--- src/rtl/alu_muldiv.sv ---
// Iterative RV32M multiply/divide unit: radix-2 shift-add multiply and restoring
// divide, one bit per cycle, valid/ready on both sides, one op in flight.
module alu_muldiv #(
  parameter int unsigned WIDTH     = 32,
  parameter bit          EARLY_OUT = 1'b1
) (
  input  logic             clk,
  input  logic             rst_n,
  input  logic             flush,
  input  logic             in_valid,
  output logic             in_ready,
  input  logic [2:0]       op,
  input  logic [WIDTH-1:0] a,
  input  logic [WIDTH-1:0] b,
  output logic             out_valid,
  input  logic             out_ready,
  output logic [WIDTH-1:0] y
);

  localparam int unsigned CW = (WIDTH > 1) ? $clog2(WIDTH) : 1;
  localparam int unsigned AW = 2 * WIDTH;

  typedef enum logic [1:0] {
    S_IDLE = 2'd0,
    S_CALC = 2'd1,
    S_DONE = 2'd2
  } state_e;

  state_e           state_q, state_d;
  logic [CW-1:0]    cnt_q, cnt_d;
  logic [2:0]       op_q, op_d;
  logic             neg_q, neg_d;
  logic [AW-1:0]    acc_q, acc_d;
  logic [WIDTH-1:0] bmag_q, bmag_d;
  logic             spec_q, spec_d;
  logic [WIDTH-1:0] sres_q, sres_d;
  logic [WIDTH-1:0] y_q, y_d;

  // Operand decode on the accept cycle
  logic             is_div, a_sgn, b_sgn, a_neg, b_neg;
  logic [WIDTH-1:0] a_mag, b_mag, min_int;
  logic             div_zero, div_ovf, is_spec;
  logic [WIDTH-1:0] spec_res;

  always_comb begin
    is_div   = op[2];
    a_sgn    = is_div ? ~op[0] : (op[1:0] == 2'b01 || op[1:0] == 2'b10);
    b_sgn    = is_div ? ~op[0] : (op[1:0] == 2'b01);
    a_neg    = a_sgn & a[WIDTH-1];
    b_neg    = b_sgn & b[WIDTH-1];
    a_mag    = a_neg ? (~a + WIDTH'(1)) : a;
    b_mag    = b_neg ? (~b + WIDTH'(1)) : b;
    min_int  = {1'b1, {(WIDTH-1){1'b0}}};
    div_zero = is_div & (b == '0);
    div_ovf  = is_div & ~op[0] & (a == min_int) & (b == '1);
    is_spec  = div_zero | div_ovf;
    if (div_zero) begin
      spec_res = op[1] ? a : '1;
    end else begin
      spec_res = op[1] ? '0 : a;
    end
  end

  // One iteration of multiply or divide on the accumulator {hi, lo}
  logic [WIDTH:0]   mul_sum;
  logic [AW-1:0]    mul_next;
  logic [WIDTH:0]   div_trial;
  logic [WIDTH-1:0] div_diff;
  logic             div_ge;
  logic [AW-1:0]    div_next;
  logic [AW-1:0]    acc_step;

  always_comb begin
    mul_sum   = {1'b0, acc_q[AW-1:WIDTH]} + (acc_q[0] ? {1'b0, bmag_q} : '0);
    mul_next  = {mul_sum, acc_q[WIDTH-1:1]};
    div_trial = acc_q[AW-1:WIDTH-1];
    div_ge    = (div_trial >= {1'b0, bmag_q});
    div_diff  = div_trial[WIDTH-1:0] - bmag_q;
    div_next  = div_ge ? {div_diff, acc_q[WIDTH-2:0], 1'b1}
                       : {div_trial[WIDTH-1:0], acc_q[WIDTH-2:0], 1'b0};
    acc_step  = op_q[2] ? div_next : mul_next;
  end

  // Sign-corrected final result taken from the last iteration
  logic [AW-1:0]    prod;
  logic [WIDTH-1:0] div_val;
  logic [WIDTH-1:0] calc_res;

  always_comb begin
    prod    = neg_q ? (~acc_step + AW'(1)) : acc_step;
    div_val = op_q[1] ? acc_step[AW-1:WIDTH] : acc_step[WIDTH-1:0];
    if (op_q[2]) begin
      calc_res = neg_q ? (~div_val + WIDTH'(1)) : div_val;
    end else if (op_q[1:0] == 2'b00) begin
      calc_res = prod[WIDTH-1:0];
    end else begin
      calc_res = prod[AW-1:WIDTH];
    end
  end

  // Next-state and datapath update
  always_comb begin
    state_d = state_q;
    cnt_d   = cnt_q;
    op_d    = op_q;
    neg_d   = neg_q;
    acc_d   = acc_q;
    bmag_d  = bmag_q;
    spec_d  = spec_q;
    sres_d  = sres_q;
    y_d     = y_q;

    case (state_q)
      S_IDLE: begin
        if (in_valid) begin
          op_d   = op;
          neg_d  = (is_div && op[1]) ? a_neg : (a_neg ^ b_neg);
          acc_d  = {{WIDTH{1'b0}}, a_mag};
          bmag_d = b_mag;
          cnt_d  = CW'(WIDTH - 1);
          spec_d = is_spec;
          sres_d = spec_res;
          if (is_spec && EARLY_OUT) begin
            y_d     = spec_res;
            state_d = S_DONE;
          end else begin
            state_d = S_CALC;
          end
        end
      end
      S_CALC: begin
        acc_d = acc_step;
        cnt_d = cnt_q - CW'(1);
        if (cnt_q == '0) begin
          y_d     = spec_q ? sres_q : calc_res;
          state_d = S_DONE;
        end
      end
      S_DONE: begin
        if (out_ready) begin
          state_d = S_IDLE;
        end
      end
      default: state_d = S_IDLE;
    endcase

    // Abort keeps the previous result visible on y
    if (flush) begin
      state_d = S_IDLE;
      y_d     = y_q;
    end
  end

  always_ff @(posedge clk or negedge rst_n) begin
    if (!rst_n) begin
      state_q <= S_IDLE;
      cnt_q   <= '0;
      op_q    <= '0;
      neg_q   <= 1'b0;
      acc_q   <= '0;
      bmag_q  <= '0;
      spec_q  <= 1'b0;
      sres_q  <= '0;
      y_q     <= '0;
    end else begin
      state_q <= state_d;
      cnt_q   <= cnt_d;
      op_q    <= op_d;
      neg_q   <= neg_d;
      acc_q   <= acc_d;
      bmag_q  <= bmag_d;
      spec_q  <= spec_d;
      sres_q  <= sres_d;
      y_q     <= y_d;
    end
  end

  assign in_ready  = (state_q == S_IDLE);
  assign out_valid = (state_q == S_DONE);
  assign y         = y_q;

endmodule
--- config.mk ---
export PLATFORM = sky130hd
export DESIGN_NAME = alu_muldiv
export DESIGN_NICKNAME = d
export VERILOG_FILES = /design/src/rtl/alu_muldiv.sv
export SDC_FILE = /design/constraint.sdc
export NUM_CORES = 1
export LEC_CHECK = 0
export ABC_CLOCK_PERIOD_IN_PS = 5280
export CORE_MARGIN = 10
export CORE_UTILIZATION = 40
export DETAILED_ROUTE_END_ITERATION = 10
export SLEW_MARGIN = 0
export SYNTH_ARGS = -nofsm -noshare
export SYNTH_HDL_FRONTEND = slang
export SYNTH_SLANG_ARGS = --single-unit
--- constraint.sdc ---
create_clock -name clk -period 5.28 [get_ports clk]
set_input_delay 0.792 -clock clk [delete_from_list [all_inputs] [get_ports clk]]
set_output_delay 0.792 -clock clk [all_outputs]
set_load 0.02 [all_outputs]
======== Word-level counts from Yosys, hierarchy flattened ========
Cells that the tools add are included.
W data, S select, Z words.
cells by class
  shift operators ......................... 0
  reductions and logical operators ........ 11
  divide/modulo/power cells ............... 0
  equality and inequality tests ........... 12
  bitwise operators ....................... 14
  muxes and demuxes ....................... 31
  add/subtract/negate cells ............... 7
  multipliers ............................. 0
  order comparisons ....................... 1
operators by type and width
  cell                     number
  $mux W32                 14
  $mux W64                 4
  $pmux W64 S2             1
  $add A32 B1 Y32 const B  3
  $not A32 Y32             3
  $add A64 B1 Y64 const B  1
  $eq A32 B32 Y1 const B   2
  $not A64 Y64             1
  $pmux W32 S2             1
  $add A32 B32 Y33         1
  $ge A33 B32 Y1           1
  $logic_not A32 Y1        1
  $sub A32 B32 Y32         1
  $mux W2                  5
  $pmux W5 S2              1
  $and A1 B1 Y1            6
  $ne A3 B3 Y1 const B     2
  $pmux W2 S3              1
  $logic_not A5 Y1         1
  $mux W5                  1
  $reduce_and A5 Y1        1
  $sub A5 B1 Y5 const B    1
  $eq A2 B1 Y1 const B     2
  $eq A2 B2 Y1 const B     2
  13 further kinds         19
word-level totals
  memory bits (read-only) ................. 0
  logic and storage cells ................. 85
  memories kept ........................... 0
  output and inout port bits .............. 34
  register bits ........................... 172
  memory bits (writable) .................. 0
  bits in latches ......................... 0
  input bits .............................. 72

======== Logic depth before layout (Yosys ltp) ========
  depth after elaboration ................. 11
  depth in mapped cells ................... 23
  gate-level depth less buffers ........... 21

======== Worst setup path before layout ========
Ideal clock, no wire load.
  path type ............................... reg-to-reg
  start ................................... register acc_q[34]
  end ..................................... register y_q[12] (netlist: y[12])
  setup slack ............................. 0.342 ns
  cell stages (with the launch flop) ...... 21
  arrival ................................. 4.808 ns
  required time ........................... 5.151 ns
  buffers on the path ..................... 1
  clock period less this slack ............ 4.938 ns
  library setup time ...................... 0.129 ns
  cells stage by stage .................... dfrtp_1 ha_1 clkbuf_1 a21o_1 a21oi_2 a2111oi_2 a211oi_2 o211ai_1 o21ai_0 ha_1 o2111ai_1 or3_1 nor3_1 nand4_1 nand3b_1 o21ai_0 o211ai_1 xor2_1 a21oi_1 a21oi_1 o41a_1
between the ends
  word-level cells in the longest chain between the ends .. 11
  elaborated cells on any way between the ends .. 17
  those cells by class .................... 4 x add/sub; 1 x order compare; 10 x mux; 2 x bitwise
ends and longest elaborated chain
  item                                                RTL line  RTL
  from (decl)                                         33        logic [AW-1:0] acc_q, acc_d;
  from (signal assigned)                              160       acc_q <= '0;
  from (signal assigned)                              170       acc_q <= acc_d;
  $sub A32 B32 Y32 or $ge A33 B32 Y1 (tied branches)  78, 77
  $mux W64                                            79        div_next = div_ge ? {div_diff, acc_q[WIDTH-2:0], 1'b1}
  $mux W64 *                                          81        acc_step = op_q[2] ? div_next : mul_next;
  $not A64 Y64 or $mux W32 (tied branches)            90, 91
  $add A64 B1 Y64 or $not A32 Y32 (tied branches)     90, 93
  $mux W64 or $add A32 B1 Y32 (tied branches)         90, 93
  $mux W32, on equally long branches                  94, 93
  $mux W32 *                                          92        if (op_q[2]) begin
  $mux W32 *                                          135       y_d = spec_q ? sres_q : calc_res;
  $mux W32 *                                          134       if (cnt_q == '0) begin
  $pmux W32 S2 *                                      113       case (state_q)
  to (signal assigned)                                174       y_q <= y_d;
  to (decl)                                           37        logic [WIDTH-1:0] y_q, y_d;
Every way passes the cells marked *; elsewhere a longest branch is shown, timed or not. The select of a mux whose other input is x is not followed.
A chain may end at the register's enable or synchronous reset.

======== Worst setup path after layout ========
  start ................................... register bmag_q[8]
  end ..................................... register y_q[29] (netlist: y[29])
between the ends
  word-level cells in the longest chain between the ends .. 11
  elaborated cells on any way between the ends .. 18
  those cells by class .................... 4 x add/sub; 1 x order compare; 11 x mux; 2 x bitwise
ends and longest elaborated chain
  item                                             RTL line  RTL
  from (decl)                                      34        logic [WIDTH-1:0] bmag_q, bmag_d;
  from (signal assigned)                           171       bmag_q <= bmag_d;
  $mux W32, or another cell as far along           74        mul_sum = {1'b0, acc_q[AW-1:WIDTH]} + (acc_q[0] ? {1'b0, bmag_q} : '0);
  $add A32 B32 Y33 or $mux W64 (tied branches)     74, 79
  $mux W64 *                                       81
  $not A64 Y64 or $mux W32 (tied branches)         90, 91
  $add A64 B1 Y64 or $not A32 Y32 (tied branches)  90, 93
  $mux W64 or $add A32 B1 Y32 (tied branches)      90, 93
  $mux W32, on equally long branches               94, 93
  $mux W32 *                                       92
  $mux W32 *                                       135
  $mux W32 *                                       134
  $pmux W32 S2 *                                   113
Marks and branches as above.

==> flow_metrics.tcl <==
set metrics [dict create \
    synth-main-ff-cell "dfrtp_1" \
    synth_largest_area_cell "dfrtp_1" \
    insertion_delay_ns 0.51 \
    pin_count 106 \
    syn_area_um2 18300 \
    maxSlewHeadroom 0.0770 \
    ctsHtreeMaxLevel 4 \
    final_common_cell "nand2_1" \
    worst_setup_path_end_kind "flip-flop" \
    path_class "flip-flop to flip-flop" \
    yosysSeqAreaShare 0.236 \
    power_density_nw_per_um2 516 \
    grt_pass1_wl_mm 125 \
    fp.dieH_um 234 \
    antenna_left 0 \
    antenna_found_initial 5 \
    via_count 20700 \
    cts_tree "yes" \
    dr.pass1.iters 6 \
    layout_common_cells "nand2_1 (286), o21ai_0 (249), buf_4 (222)" \
    place_area_um2 21100 \
    pwr-share-seq 0.167 \
    grt_pass1_vias 19400 \
    max_freq_ghz 0.196 \
    syn2layout_area_growth_pct 19.9 \
    yosysTopAreaCellShare 0.236 \
    final_nets 2794 \
    gr-total-overflow 0 \
    gp_congestion 0.992 \
    synthArstFlopShare 1.00 \
    drc_errors 0 \
    cts.sinks 172 \
    fin_crit_ns 5.11 \
    synth_fp_nets 2608 \
    worstSetupStartpointType "flip-flop" \
    wire_per_inst_um 26.0 \
    setup_viol_count_final 0 \
    drt_iter0_markers 2452 \
    critical_path_peak_fanout 21 \
    cp_cell_sequence "inv_1 -> ha_2 -> nand4_1 -> or4_4 -> or4_4 -> o211a_1 -> buf_4 -> o21ai_4 -> buf_6 -> mux2i_2 -> mux2i_1 -> nor3b_2 -> nand4_2 -> or3_1 -> or3_1 -> o211ai_2 -> a31o_1" \
    power.switching_mw 6.01 \
    synth.area.top_cells "dfrtp_1 (24%), o21ai_0 (6.9%), nand2_1 (5.9%)" \
    io_buffers 105 \
    switching_share 0.532 \
    yosysUniqueCellTypes 115 \
    postRouteWirelength_mm 84.9 \
    clk_pin_slew_worst_paths_ns 0.08 \
    syn_avg_cell_area_um2 7.42 \
    dp_slack_ns -0.0413 \
    grt_max_degree 103 \
    clockBufferDepth 2 \
    syn_inst 2462 \
    cts_buffers 17 \
    die_w_um 234 \
    ys_warn_count 0 \
    min_period_over_period 0.968 \
    crit_slowest_cell "or4_4" \
    min_path_type "primary input to async pin" \
    core-area_um2 45300 \
    cp_top_family "simple AND/OR/NAND/NOR gates" \
    grt.total_usage 0.304 \
    ys_ff_latch 172 \
    ir_worst_vdd_v 0.000332 \
    crit_buf_inv 3 \
    start_util 0.404 \
    cellLeakagePower_nw 8.85 \
    intPower_mw 5.29 \
    die_area_um2 54600 \
    pwr-share-comb 0.711 \
    drv_slew 0 \
    required_ns 5.74 \
    maxCapViolCount 0 \
    worstPathArrival_ns 5.57 \
    num_rows 78 \
    finClkSkew_ns 0.0149 \
    stdcell_area_um2 21900 \
    cp_slowest_stage_delay_ns 0.58 \
    drive_above_1_share 0.144 \
    outcome "complete, no violations" \
    worst-slew-pin-transition_ns 1.38 \
    finalWorstSetupSlack_ns 0.166 \
    synth_edf_count 0 \
    viasPerCell 6.35 \
    hold_viol_final 0 \
    root_buffer "clkbuf_16" \
    dp_hpwl_mm 66.6 \
    clkPwrFrac 0.121 \
    ctsHoldBuffers 0 \
]
-- power groups by stage --
stage | clock network [mW] | registers [mW] | logic [mW]
after CTS | 1.39 | 1.88 | 7.69
after floorplan | 0 | 1.80 | 4.67
after detailed placement | 0 | 1.91 | 7.64
final | 1.37 | 1.89 | 8.04
after global placement | 0 | 1.90 | 7.61
after global routing | 1.43 | 1.92 | 8.53
-- flip-flops by register name, indices dropped and copies added (netlist names) --
name,flops
y,32
state_q,2
bmag_q,32
cnt_q,5
op_q,3
sres_q,32
spec_q,1
neg_q,1
acc_q,64
-- Yosys cell counts (all sizes together) (15+ instances only) --
cell and n:
a31oi 26, nor3 77, xor2 79, a211oi 38
o22ai 15, nor2 206, mux2i 42, a21o 17
and3 16, dfrtp 172, ha 72, a211o 16
xnor2 82, o31ai 26, and2 45, nor4 17
o21ai 271, o221ai 28, nand4 36, or3 27
clkbuf 126, mux2 31, buf 38, nand2 289
nand3 78, a21oi 215, nand2b 16, a22oi 20
o211ai 35, inv 75, o21a 22
-- through the flow --
stage / util / cells / power (mW) / hold WS, ns / setup TNS, ns
2_1_floorplan: - / 2462 / 6.46 / 0.445 / 0
3_3_place_gp: 0.467 / 3224 / 9.51 / 0.456 / 0
3_5_place_dp: 0.467 / 3224 / 9.55 / 0.466 / -0.179
4_1_cts: 0.480 / 3257 / 11.0 / 0.424 / 0
5_1_grt: 0.484 / 3261 / 11.9 / 0.463 / -0.0110
6_report: 0.484 / 3263 / 11.3 / 0.393 / 0
-- path summary, 6_finish.rpt --
path | start | end | slack (ns) | cells past startpoint
min in group clk | sres_q[0] | sres_q[0] | 0.48 | 2
max reg2reg | bmag_q[8] | y[29] | 0.17 | 17
max in group asynchronous | rst_n | acc_q[32] | 3.86 | 2
max | bmag_q[8] | y[29] | 0.17 | 17
min reg2reg | sres_q[0] | sres_q[0] | 0.48 | 2
min | rst_n | sres_q[25] | 0.39 | 1
-- layer usage --
layer	track usage	up-vias	routed length (um)
met1	0.416	10100	36800
met4	0.106	2	2580
li1	-	9447	-
met5	0	-	13
met3	0.0599	128	7590
met2	0.469	1018	37800
-- final cells by class --
cell class / instances / area [um2]
antenna: 2 / 5.00
clock buffer: 19 / 443
clock inverter: 13 / 149
fill: 4565 / 23400
inverter: 76 / 285
multi-input combinational: 2050 / 13200
sequential: 172 / 4310
tap: 600 / 751
timing repair buffer: 331 / 2790
-- kinds of logic after synthesis --
kind of cell	after synthesis	share of synthesized area
xor+xnor	161	0.0772
mux	73	0.0425
simple gates	884	0.236
compound gates	858	0.305
buf+inv	240	0.0530
fa+ha+maj	74	0.0515
flops	172	0.236
-- repair_timing --
item,in CTS,in global routing
resized for setup,1,29
endpoints found under the setup margin,6,23
setup buffers,1,4
pin swaps,0,11
Power figures use the tool's default switching activity.
